### config.mk
export PLATFORM = sky130hd
export DESIGN_NAME = reg_init_master
export DESIGN_NICKNAME = d
export VERILOG_FILES = /design/src/rtl/reg_init_pkg.sv /design/src/rtl/reg_init_timer.sv /design/src/rtl/reg_init_master.sv
export SDC_FILE = /design/constraint.sdc
export NUM_CORES = 1
export LEC_CHECK = 0
export ABC_AREA = 1
export BUFFER_PORTS_ARGS = -buffer_cell sky130_fd_sc_hd__buf_4
export CORE_MARGIN = 5
export CORE_UTILIZATION = 59
export DETAILED_ROUTE_END_ITERATION = 16
export HOLD_SLACK_MARGIN = 0.03
export PLACE_DENSITY = 0.86
export SLEW_MARGIN = 20
export SYNTH_ARGS = -nofsm -noshare
export SYNTH_HDL_FRONTEND = slang
export SYNTH_SLANG_ARGS = --single-unit
export TNS_END_PERCENT = 5
### constraint.sdc
create_clock -name Clk_reg -period 5.9 [get_ports Clk_reg]
set_input_delay 1.18 -clock Clk_reg [delete_from_list [all_inputs] [get_ports Clk_reg]]
set_output_delay 1.18 -clock Clk_reg [all_outputs]
set_load 0.01 [all_outputs]
### src/rtl/reg_init_pkg.sv
// reg_init_pkg
//   Shared definitions for the register-initialisation master:
//   opcode constants, FSM state encoding and the bit offsets of the
//   fields inside a command word {op[1:0], addr, data}.
package reg_init_pkg;

   localparam logic [1:0] OP_END  = 2'b00;
   localparam logic [1:0] OP_WR   = 2'b01;
   localparam logic [1:0] OP_RDC  = 2'b10;
   localparam logic [1:0] OP_POLL = 2'b11;

   typedef enum logic [2:0] {
      ST_IDLE,
      ST_FETCH,
      ST_DECODE,
      ST_STROBE,
      ST_GAP,
      ST_DONE
   } state_t;

   // Command word layout, LSB first: data, then addr, then the 2-bit op.
   function automatic int cmd_data_lsb();
      return 0;
   endfunction

   function automatic int cmd_addr_lsb(input int data_w);
      return data_w;
   endfunction

   function automatic int cmd_op_lsb(input int addr_w, input int data_w);
      return addr_w + data_w;
   endfunction

endpackage

### src/rtl/reg_init_timer.sv
// reg_init_timer
//   Loadable down-counter shared by the STROBE and GAP phases.
//   Load with (cycles-1); 'last' is high during the final cycle of the
//   phase. The counter parks at zero when not reloaded.
// Ports:
//   clk, rst       clock, asynchronous active-high reset
//   load, load_val reload request and value (takes effect next cycle)
//   last           counter is at zero
module reg_init_timer
#(
   parameter int CNT_W = 1
)
(
   input  logic             clk,
   input  logic             rst,
   input  logic             load,
   input  logic [CNT_W-1:0] load_val,
   output logic             last
);

   logic [CNT_W-1:0] cnt_q, cnt_d;

   always_comb begin
      cnt_d = cnt_q;
      if (load)
         cnt_d = load_val;
      else if (cnt_q != '0)
         cnt_d = cnt_q - 1'b1;
   end

   always_ff @(posedge clk or posedge rst) begin
      if (rst) cnt_q <= '0;
      else     cnt_q <= cnt_d;
   end

   assign last = (cnt_q == '0);

endmodule

### src/rtl/reg_init_master.sv
// reg_init_master
//   CPU-bus master that walks a command table and drives the MAC host
//   register interface. Commands: END, WR, RDC (read-compare), POLL
//   (read until equal, bounded by POLL_MAX attempts).
// Ports:
//   Clk_reg, Reset          clock, asynchronous active-high reset
//   Start                   pulse, (re)starts the table at index 0
//   Cmd_addr / Cmd_data     table read port, data valid one cycle later
//   CSB, WRB, CA, CD_in     register bus outputs (all registered)
//   CD_out                  register read data
//   Busy, CPU_init_end      running / finished status
//   Err, Err_index          failure flag and index of failing command
//   Rd_data                 last sampled read value
module reg_init_master
   import reg_init_pkg::*;
#(
   parameter int ADDR_W     = 7,
   parameter int DATA_W     = 16,
   parameter int IDX_W      = 8,
   parameter int STROBE_CYC = 2,
   parameter int GAP_CYC    = 2,
   parameter int POLL_MAX   = 1023
)
(
   input  logic                       Clk_reg,
   input  logic                       Reset,
   input  logic                       Start,
   output logic [IDX_W-1:0]           Cmd_addr,
   input  logic [2+ADDR_W+DATA_W-1:0] Cmd_data,
   output logic                       CSB,
   output logic                       WRB,
   output logic [ADDR_W:0]            CA,
   output logic [DATA_W-1:0]          CD_in,
   input  logic [DATA_W-1:0]          CD_out,
   output logic                       Busy,
   output logic                       CPU_init_end,
   output logic                       Err,
   output logic [IDX_W-1:0]           Err_index,
   output logic [DATA_W-1:0]          Rd_data
);

   localparam int OP_LSB   = cmd_op_lsb(ADDR_W, DATA_W);
   localparam int ADDR_LSB = cmd_addr_lsb(DATA_W);
   localparam int DATA_LSB = cmd_data_lsb();
   localparam int T_MAX    = (STROBE_CYC > GAP_CYC) ? STROBE_CYC : GAP_CYC;
   localparam int CNT_W    = (T_MAX > 1) ? $clog2(T_MAX) : 1;
   localparam int ATT_W    = $clog2(POLL_MAX + 1);

   localparam logic [CNT_W-1:0] STROBE_LD = CNT_W'(STROBE_CYC - 1);
   localparam logic [CNT_W-1:0] GAP_LD    = CNT_W'(GAP_CYC - 1);
   // att_q counts attempts already retried, so the attempt in flight is
   // att_q+1; another retry is allowed while that is below POLL_MAX.
   localparam logic [ATT_W-1:0] ATT_LAST  = ATT_W'(POLL_MAX - 1);

   state_t              state_q, state_d;
   logic [IDX_W-1:0]    idx_q, idx_d;
   logic [1:0]          op_q, op_d;
   logic [ADDR_W-1:0]   addr_q, addr_d;
   logic [DATA_W-1:0]   data_q, data_d;
   logic [ATT_W-1:0]    att_q, att_d;
   logic                csb_q, csb_d;
   logic                wrb_q, wrb_d;
   logic [ADDR_W:0]     ca_q, ca_d;
   logic [DATA_W-1:0]   cd_q, cd_d;
   logic                busy_q, busy_d;
   logic                end_q, end_d;
   logic                err_q, err_d;
   logic [IDX_W-1:0]    err_idx_q, err_idx_d;
   logic [DATA_W-1:0]   rd_q, rd_d;

   logic                tmr_load;
   logic [CNT_W-1:0]    tmr_val;
   logic                tmr_last;
   logic                advance;
   logic                fail;

   logic [1:0]          cmd_op;
   logic [ADDR_W-1:0]   cmd_addr_f;
   logic [DATA_W-1:0]   cmd_data_f;

   assign cmd_op     = Cmd_data[OP_LSB +: 2];
   assign cmd_addr_f = Cmd_data[ADDR_LSB +: ADDR_W];
   assign cmd_data_f = Cmd_data[DATA_LSB +: DATA_W];

   reg_init_timer #(.CNT_W(CNT_W)) u_timer (
      .clk      (Clk_reg),
      .rst      (Reset),
      .load     (tmr_load),
      .load_val (tmr_val),
      .last     (tmr_last)
   );

   always_comb begin
      state_d   = state_q;
      idx_d     = idx_q;
      op_d      = op_q;
      addr_d    = addr_q;
      data_d    = data_q;
      att_d     = att_q;
      csb_d     = csb_q;
      wrb_d     = wrb_q;
      ca_d      = ca_q;
      cd_d      = cd_q;
      busy_d    = busy_q;
      end_d     = end_q;
      err_d     = err_q;
      err_idx_d = err_idx_q;
      rd_d      = rd_q;
      tmr_load  = 1'b0;
      tmr_val   = '0;
      advance   = 1'b0;
      fail      = 1'b0;

      case (state_q)
         ST_IDLE, ST_DONE: begin
            if (Start) begin
               idx_d   = '0;
               err_d   = 1'b0;
               end_d   = 1'b0;
               busy_d  = 1'b1;
               state_d = ST_FETCH;
            end
         end
         ST_FETCH: state_d = ST_DECODE;
         ST_DECODE: begin
            op_d   = cmd_op;
            addr_d = cmd_addr_f;
            data_d = cmd_data_f;
            att_d  = '0;
            if (cmd_op == OP_END) begin
               busy_d  = 1'b0;
               end_d   = 1'b1;
               state_d = ST_DONE;
            end else begin
               csb_d    = 1'b0;
               ca_d     = {cmd_addr_f, 1'b0};
               wrb_d    = (cmd_op != OP_WR);
               cd_d     = (cmd_op == OP_WR) ? cmd_data_f : '0;
               tmr_load = 1'b1;
               tmr_val  = STROBE_LD;
               state_d  = ST_STROBE;
            end
         end
         ST_STROBE: begin
            if (tmr_last) begin
               if (op_q != OP_WR) rd_d = CD_out;
               csb_d    = 1'b1;
               wrb_d    = 1'b1;
               ca_d     = '0;
               cd_d     = '0;
               tmr_load = 1'b1;
               tmr_val  = GAP_LD;
               state_d  = ST_GAP;
            end
         end
         ST_GAP: begin
            if (tmr_last) begin
               case (op_q)
                  OP_WR:  advance = 1'b1;
                  OP_RDC: begin
                     if (rd_q != data_q) fail = 1'b1;
                     else                advance = 1'b1;
                  end
                  OP_POLL: begin
                     if (rd_q == data_q) advance = 1'b1;
                     else if (att_q < ATT_LAST) begin
                        // Retry the same command without refetching.
                        att_d    = att_q + 1'b1;
                        csb_d    = 1'b0;
                        ca_d     = {addr_q, 1'b0};
                        tmr_load = 1'b1;
                        tmr_val  = STROBE_LD;
                        state_d  = ST_STROBE;
                     end else
                        fail = 1'b1;
                  end
                  default: ;
               endcase

               if (fail) begin
                  err_d     = 1'b1;
                  err_idx_d = idx_q;
                  busy_d    = 1'b0;
                  end_d     = 1'b1;
                  state_d   = ST_DONE;
               end else if (advance) begin
                  // Last table slot acts as an implicit END; no wrap.
                  if (idx_q == '1) begin
                     busy_d  = 1'b0;
                     end_d   = 1'b1;
                     state_d = ST_DONE;
                  end else begin
                     idx_d   = idx_q + 1'b1;
                     state_d = ST_FETCH;
                  end
               end
            end
         end
         default: state_d = ST_IDLE;
      endcase
   end

   always_ff @(posedge Clk_reg or posedge Reset) begin
      if (Reset) begin
         state_q   <= ST_IDLE;
         idx_q     <= '0;
         op_q      <= OP_END;
         addr_q    <= '0;
         data_q    <= '0;
         att_q     <= '0;
         csb_q     <= 1'b1;
         wrb_q     <= 1'b1;
         ca_q      <= '0;
         cd_q      <= '0;
         busy_q    <= 1'b0;
         end_q     <= 1'b0;
         err_q     <= 1'b0;
         err_idx_q <= '0;
         rd_q      <= '0;
      end else begin
         state_q   <= state_d;
         idx_q     <= idx_d;
         op_q      <= op_d;
         addr_q    <= addr_d;
         data_q    <= data_d;
         att_q     <= att_d;
         csb_q     <= csb_d;
         wrb_q     <= wrb_d;
         ca_q      <= ca_d;
         cd_q      <= cd_d;
         busy_q    <= busy_d;
         end_q     <= end_d;
         err_q     <= err_d;
         err_idx_q <= err_idx_d;
         rd_q      <= rd_d;
      end
   end

   assign Cmd_addr     = idx_q;
   assign CSB          = csb_q;
   assign WRB          = wrb_q;
   assign CA           = ca_q;
   assign CD_in        = cd_q;
   assign Busy         = busy_q;
   assign CPU_init_end = end_q;
   assign Err          = err_q;
   assign Err_index    = err_idx_q;
   assign Rd_data      = rd_q;

endmodule

Word level (Yosys, flattened, before mapping)
Cells that the tools add are included.
Widths: inputs -> output; s select.
Word-level totals
  bits in registers: 100
  input port bits: 44
  word-level logic and storage cells: 148
Operators by class
  add/subtract/negate cells: 3
  magnitude comparators: 1
  eq/ne operators: 31
  mux-type cells: 79
  bitwise operators: 1
  reductions and logical operators: 17
Operator list (count)
  $mux 8: 11
  $mux 16: 3
  $mux 10: 4
  $mux 1: 38
  $pmux 16 s2: 1
  $mux 3: 10
  $pmux 8 s3: 1
  $ne 2x2->1 const B: 11
  $pmux 10 s2: 1
  $reduce_and 6->1: 3
  $eq 16x16->1: 1
  $ne 16x16->1: 1
  $pmux 8 s2: 1
  $pmux 1 s3: 5
  $pmux 3 s5: 1
  $add 10x1->10 const B: 1
  $lt 10x10->1 const B: 1
  $reduce_and 3->1: 3
  $add 8x1->8 const B: 1
  $eq 8x8->1 const B: 1
  $ne 4x4->1 const B: 2
  $reduce_and 7->1: 1
  $eq 3x2->1 const B: 2
  $eq 3x3->1 const B: 2
  16 further kinds: 26

Logic depth before layout (Yosys ltp)
  depth in word-level cells: 9
  depth in mapped cells: 13
  mapped depth without buffers: 13

Hierarchy
Synthesis repeated with hierarchy kept, for this count alone.
Unflattened totals
  cells, all modules: 590
  area total of the unflattened synthesis: 4728.3 µm²
By module, submodules not included
  reg_init_master: instances 1, cells an instance 585, area each 4688.2 µm², sequential area each 2454.9 µm²
  reg_init_timer: instances 1, cells an instance 5, area each 40.0 µm², sequential area each 25.0 µm²

Worst setup path before layout
OpenSTA, ideal clock, no wires.
  kind: input to register
  from: in Cmd_data[24]
  to: reg cd_q[8] (netlist: CD_in[8])
  setup time: 0.085 ns
  arrival: 1.979 ns
  setup slack: 3.836 ns
  stages: 6
  path buffers: 1
  cells stage by stage: nor2_1 -> nor2_1 -> nor2_1 -> buf_2 -> nand2_1 -> o21ai_0
Between the ends
  longest elaborated chain between the ends: 4
  elaborated cells on any way between the ends: 7
  classes of those cells: eq/ne: 2; mux: 3; reduce/logical: 2
RTL lines
  from (decl): RTL line reg_init_master.sv:29  | input logic [2+ADDR_W+DATA_W-1:0] Cmd_data,
  $eq 2x1->1: RTL line reg_init_master.sv:138  | cd_d = (cmd_op == OP_WR) ? cmd_data_f : '0;
  $mux 16: RTL line reg_init_master.sv:138
  $mux 16: RTL line reg_init_master.sv:130  | if (cmd_op == OP_END) begin
  $pmux 16 s2: RTL line reg_init_master.sv:114  | case (state_q)
  to (signal assigned): RTL line reg_init_master.sv:214  | cd_q <= '0;
  to (signal assigned): RTL line reg_init_master.sv:230  | cd_q <= cd_d;
  to (decl): RTL line reg_init_master.sv:64  | logic [DATA_W-1:0] cd_q, cd_d;
Parallel ways exist; a longest one is shown, timed or not. The select of a mux whose other input is x is not followed.
A chain may end at the register's enable or synchronous reset.

Worst setup path after layout
  from: reg state_q[1]
  to: reg cd_q[15] (netlist: CD_in[15])
Between the ends
  longest elaborated chain between the ends: 3
  elaborated cells on any way between the ends: 7
  classes of those cells: eq/ne: 4; mux: 1; reduce/logical: 2
RTL lines
  from (decl): RTL line reg_init_master.sv:55  | state_t state_q, state_d;
  from (signal assigned): RTL line reg_init_master.sv:221  | state_q <= state_d;
  $eq 3x2->1: RTL line reg_init_master.sv:114
  $ne 2x2->1 (no source line) / $reduce_bool 2->1 (equally long branches)
  $reduce_and 3->1 (no source line)
Parallel ways exist; a longest one is shown, timed or not.

==> results.json <==
{
  "yosysSeqAreaShare_pct": 51.52,
  "finalMaxSlewViolations": 0,
  "power_frac_clock_pct": 16.6,
  "startpoint": "state_q[1]",
  "place_inst": 793,
  "yosysTopAreaCell": "dfrtp_1",
  "power_w": 0.002717,
  "cts_buffers": 9,
  "synthTopCellsByCount": "nand2_1 (193), dfrtp_1 (97), inv_1 (81), o21ai_0 (52), nor2_1 (43)",
  "intPower_w": 0.001612,
  "cap_violations": 0,
  "worstMarginPinSlew_ns": 0.9327,
  "cts_resized": 0,
  "worstReg2RegStart": "state_q[1]",
  "clock_sinks": 99,
  "cts_buffer_depth": 2,
  "clockRootBuffer": "clkbuf_8",
  "synth_area_per_cell_sq_um": 8.022,
  "htreeDepth": 3,
  "grt-ovfl-total": 0,
  "drt.antenna.violating_nets": 0,
  "worstPathRequired_ns": 6.14,
  "postCtsHoldBufs": 0,
  "clkTransAtPathRegs_ns": 0.09,
  "tritoncts": "yes",
  "num_vias": 4239,
  "min_period_over_period_pct": 39.78,
  "synthesis.area_sq_mm": 0.004813,
  "hp-class": "flip-flop to flip-flop",
  "antenna_found_initial": 0,
  "synth_ff_type": "dfrtp_1",
  "grt_max_degree": 61,
  "combPwrFrac_pct": 42.0,
  "multi_input_area_sq_mm": 0.001919,
  "ir_drop_uv": 305.1,
  "worstSetupPathType": "flip-flop to flip-flop",
  "fin_nets": 745,
  "dieArea_sq_mm": 0.01007,
  "drtIter0Drc": 279,
  "port_buffers": 103,
  "tns_ns": 0,
  "synth_area_leaders": "dfrtp_1 (50%), nand2_1 (15%), inv_1 (6.3%)",
  "syn_nets": 646,
  "synth-seq-cells": 99,
  "yosysMostFrequentCell": "nand2_1",
  "crit_end": "CD_in[15]",
  "drc": 0,
  "synthArstFlopShare_pct": 100.0,
  "syn_to_final_growth_pct": 21.47,
  "cp.arrival_ns": 2.59,
  "yosys.cell_types.count": 41,
  "p_leak_nw": 3.091,
  "gr-usage-all-layers_pct": 23.41,
  "min_period_ns": 2.347,
  "hold_viol": 0,
  "final_cells": 809,
  "core_region_area_sq_mm": 0.008093,
  "die_h_microns": 100.3,
  "skew_ns": 0.01095,
  "postCtsSetupRepairBufs": 0,
  "end_kind": "flip-flop",
  "drive_gt1_share_pct": 22.73,
  "wl_per_cell_microns": 13.79,
  "ff_latch_area_sq_mm": 0.002480,
  "rows": 33,
  "start_util_pct": 59.48,
  "max_clock_freq_ghz": 0.4261,
  "drt-total-wl_microns": 11160,
  "final-setup-viol-count": 0,
  "synth_warnings": 0,
  "clk_latency_ns": 0.35,
  "num_io_pins": 105,
  "synth_top_area_share_pct": 50.43,
  "die_w_microns": 100.3,
  "via_per_inst": 5.240,
  "fillers": 634,
  "n_antenna_cell": 0,
  "slew_headroom_pct": 37.67,
  "reg2reg_slack_ns": 3.55,
  "worst-path-max-fanout": 19,
  "first_pass_iters": 7,
  "synth_cells": 600,
  "sw_frac_of_total_pct": 40.66,
  "grt_setup_unrepaired": "no",
  "ff2ff_path_depth": 4,
  "p_sw_w": 0.001105,
  "grt_pass1_vias": 4103,
  "synth_edf_count": 0,
  "p_seq_share_pct": 41.4,
  "regToRegEndpoint": "CD_in[15]",
  "cp-start-kind": "flip-flop",
  "grt_pass1_wl_microns": 18910,
  "dpl.hpwl_microns": 8059,
  "gp_congestion": 0.8393,
  "status": "finished clean",
  "power_density_mw_per_mm2": 464.8
}
[critical path, cell delays in order, from the launching register on]
cell	delay (ns)
dfrtp_1	0.52
nand2_1	0.41
inv_1	0.30
nand4_1	0.58
o21ai_0	0.42
[flip-flops by register name (all words and copies together), names as in the netlist]
signal         count
Busy               1
CA                 7
CD_in             16
CPU_init_end       1
CSB                1
Cmd_addr           8
Err                1
Err_index          8
Rd_data           16
WRB                1
addr_q             7
att_q             10
data_q            16
op_q               2
state_q            3
u_timer.cnt_q      1
[placed cells by master, fill, tap and decap left out, types with 3 or more instances in the layout]
master	instances
nand2_1	193
buf_4	105
dfrtp_1	97
inv_1	80
o21ai_0	52
nor2_1	42
a21oi_1	21
nand3_1	18
o21ai_2	15
clkbuf_8	12
nor3_1	9
nand4_1	6
xor2_1	5
nand2_2	4
o21ai_1	4
or2_2	4
o31ai_2	3
nor2_2	3
[how the worst min path moves through the flow]
| stage | end | from | slack, ns | depth (start not counted) |
|---|---|---|---|---|
| final | Err_index[3] | Err_index[3] | 0.48 | 2 |
| after global routing | Err_index[4] | Err_index[4] | 0.50 | 2 |
| after CTS | Err_index[3] | Err_index[3] | 0.48 | 2 |
| after detailed placement | Err_index[3] | Err_index[3] | 0.46 | 2 |
| after global placement | Err_index[4] | Err_index[4] | 0.46 | 2 |
| after floorplan | addr_q[0] | addr_q[0] | 0.45 | 2 |
[per-stage QoR]
stage	hold WS, ns	setup slack (ns)	util, %	area, sq um
5_1_grt	0.5028	3.265	72.25	5847
2_1_floorplan	0.4534	2.133	-	4813
6_report	0.4799	3.553	72.25	5847
3_5_place_dp	0.4624	3.138	69.65	5637
3_3_place_gp	0.4611	3.246	69.65	5637
4_1_cts	0.4838	3.487	72.22	5844
[cell type report]
cell class                 count  share of cell area [%]
inverter                      84                   5.478
tap                          105                   2.247
multi-input combinational    400                   32.83
sequential                    99                   42.41
clock inverter                 2                  0.5992
timing repair buffer         105                   13.48
clock buffer                  14                   2.953
[layer usage]
layer	global-route usage [%]	vias up	wire [microns]
li1	-	2071	-
met1	31.12	2024	4798
met2	38.63	127	5548
met3	5.281	17	627
met4	6.839	0	183
met5	0	-	0
[power by group through the flow]
stage	registers (W)	logic [W]	clock network [W]
after global routing	0.00116	0.00129	0.000486
after global placement	0.00112	0.00109	0
after detailed placement	0.00113	0.00114	0
after CTS	0.00112	0.00115	0.000457
final	0.00112	0.00114	0.000452
after floorplan	0.00116	0.000675	0
[logic make-up (layout without fill, tap and decap cells)]
kind of cell | Yosys count | in the layout | synth area share, %
AND/OR/NAND/NOR | 285 | 285 | 24.64
AO/OA/AOI/OAI | 103 | 103 | 12.84
buffers and inverters | 101 | 205 | 8.656
flip-flops | 99 | 99 | 51.52
XOR/XNOR | 7 | 7 | 1.274
adder cells (fa/ha/maj) | 2 | 2 | 0.5198
multiplexers | 2 | 2 | 0.4679
other | 1 | 1 | 0.07791
(Power assumes the default switching activity.)
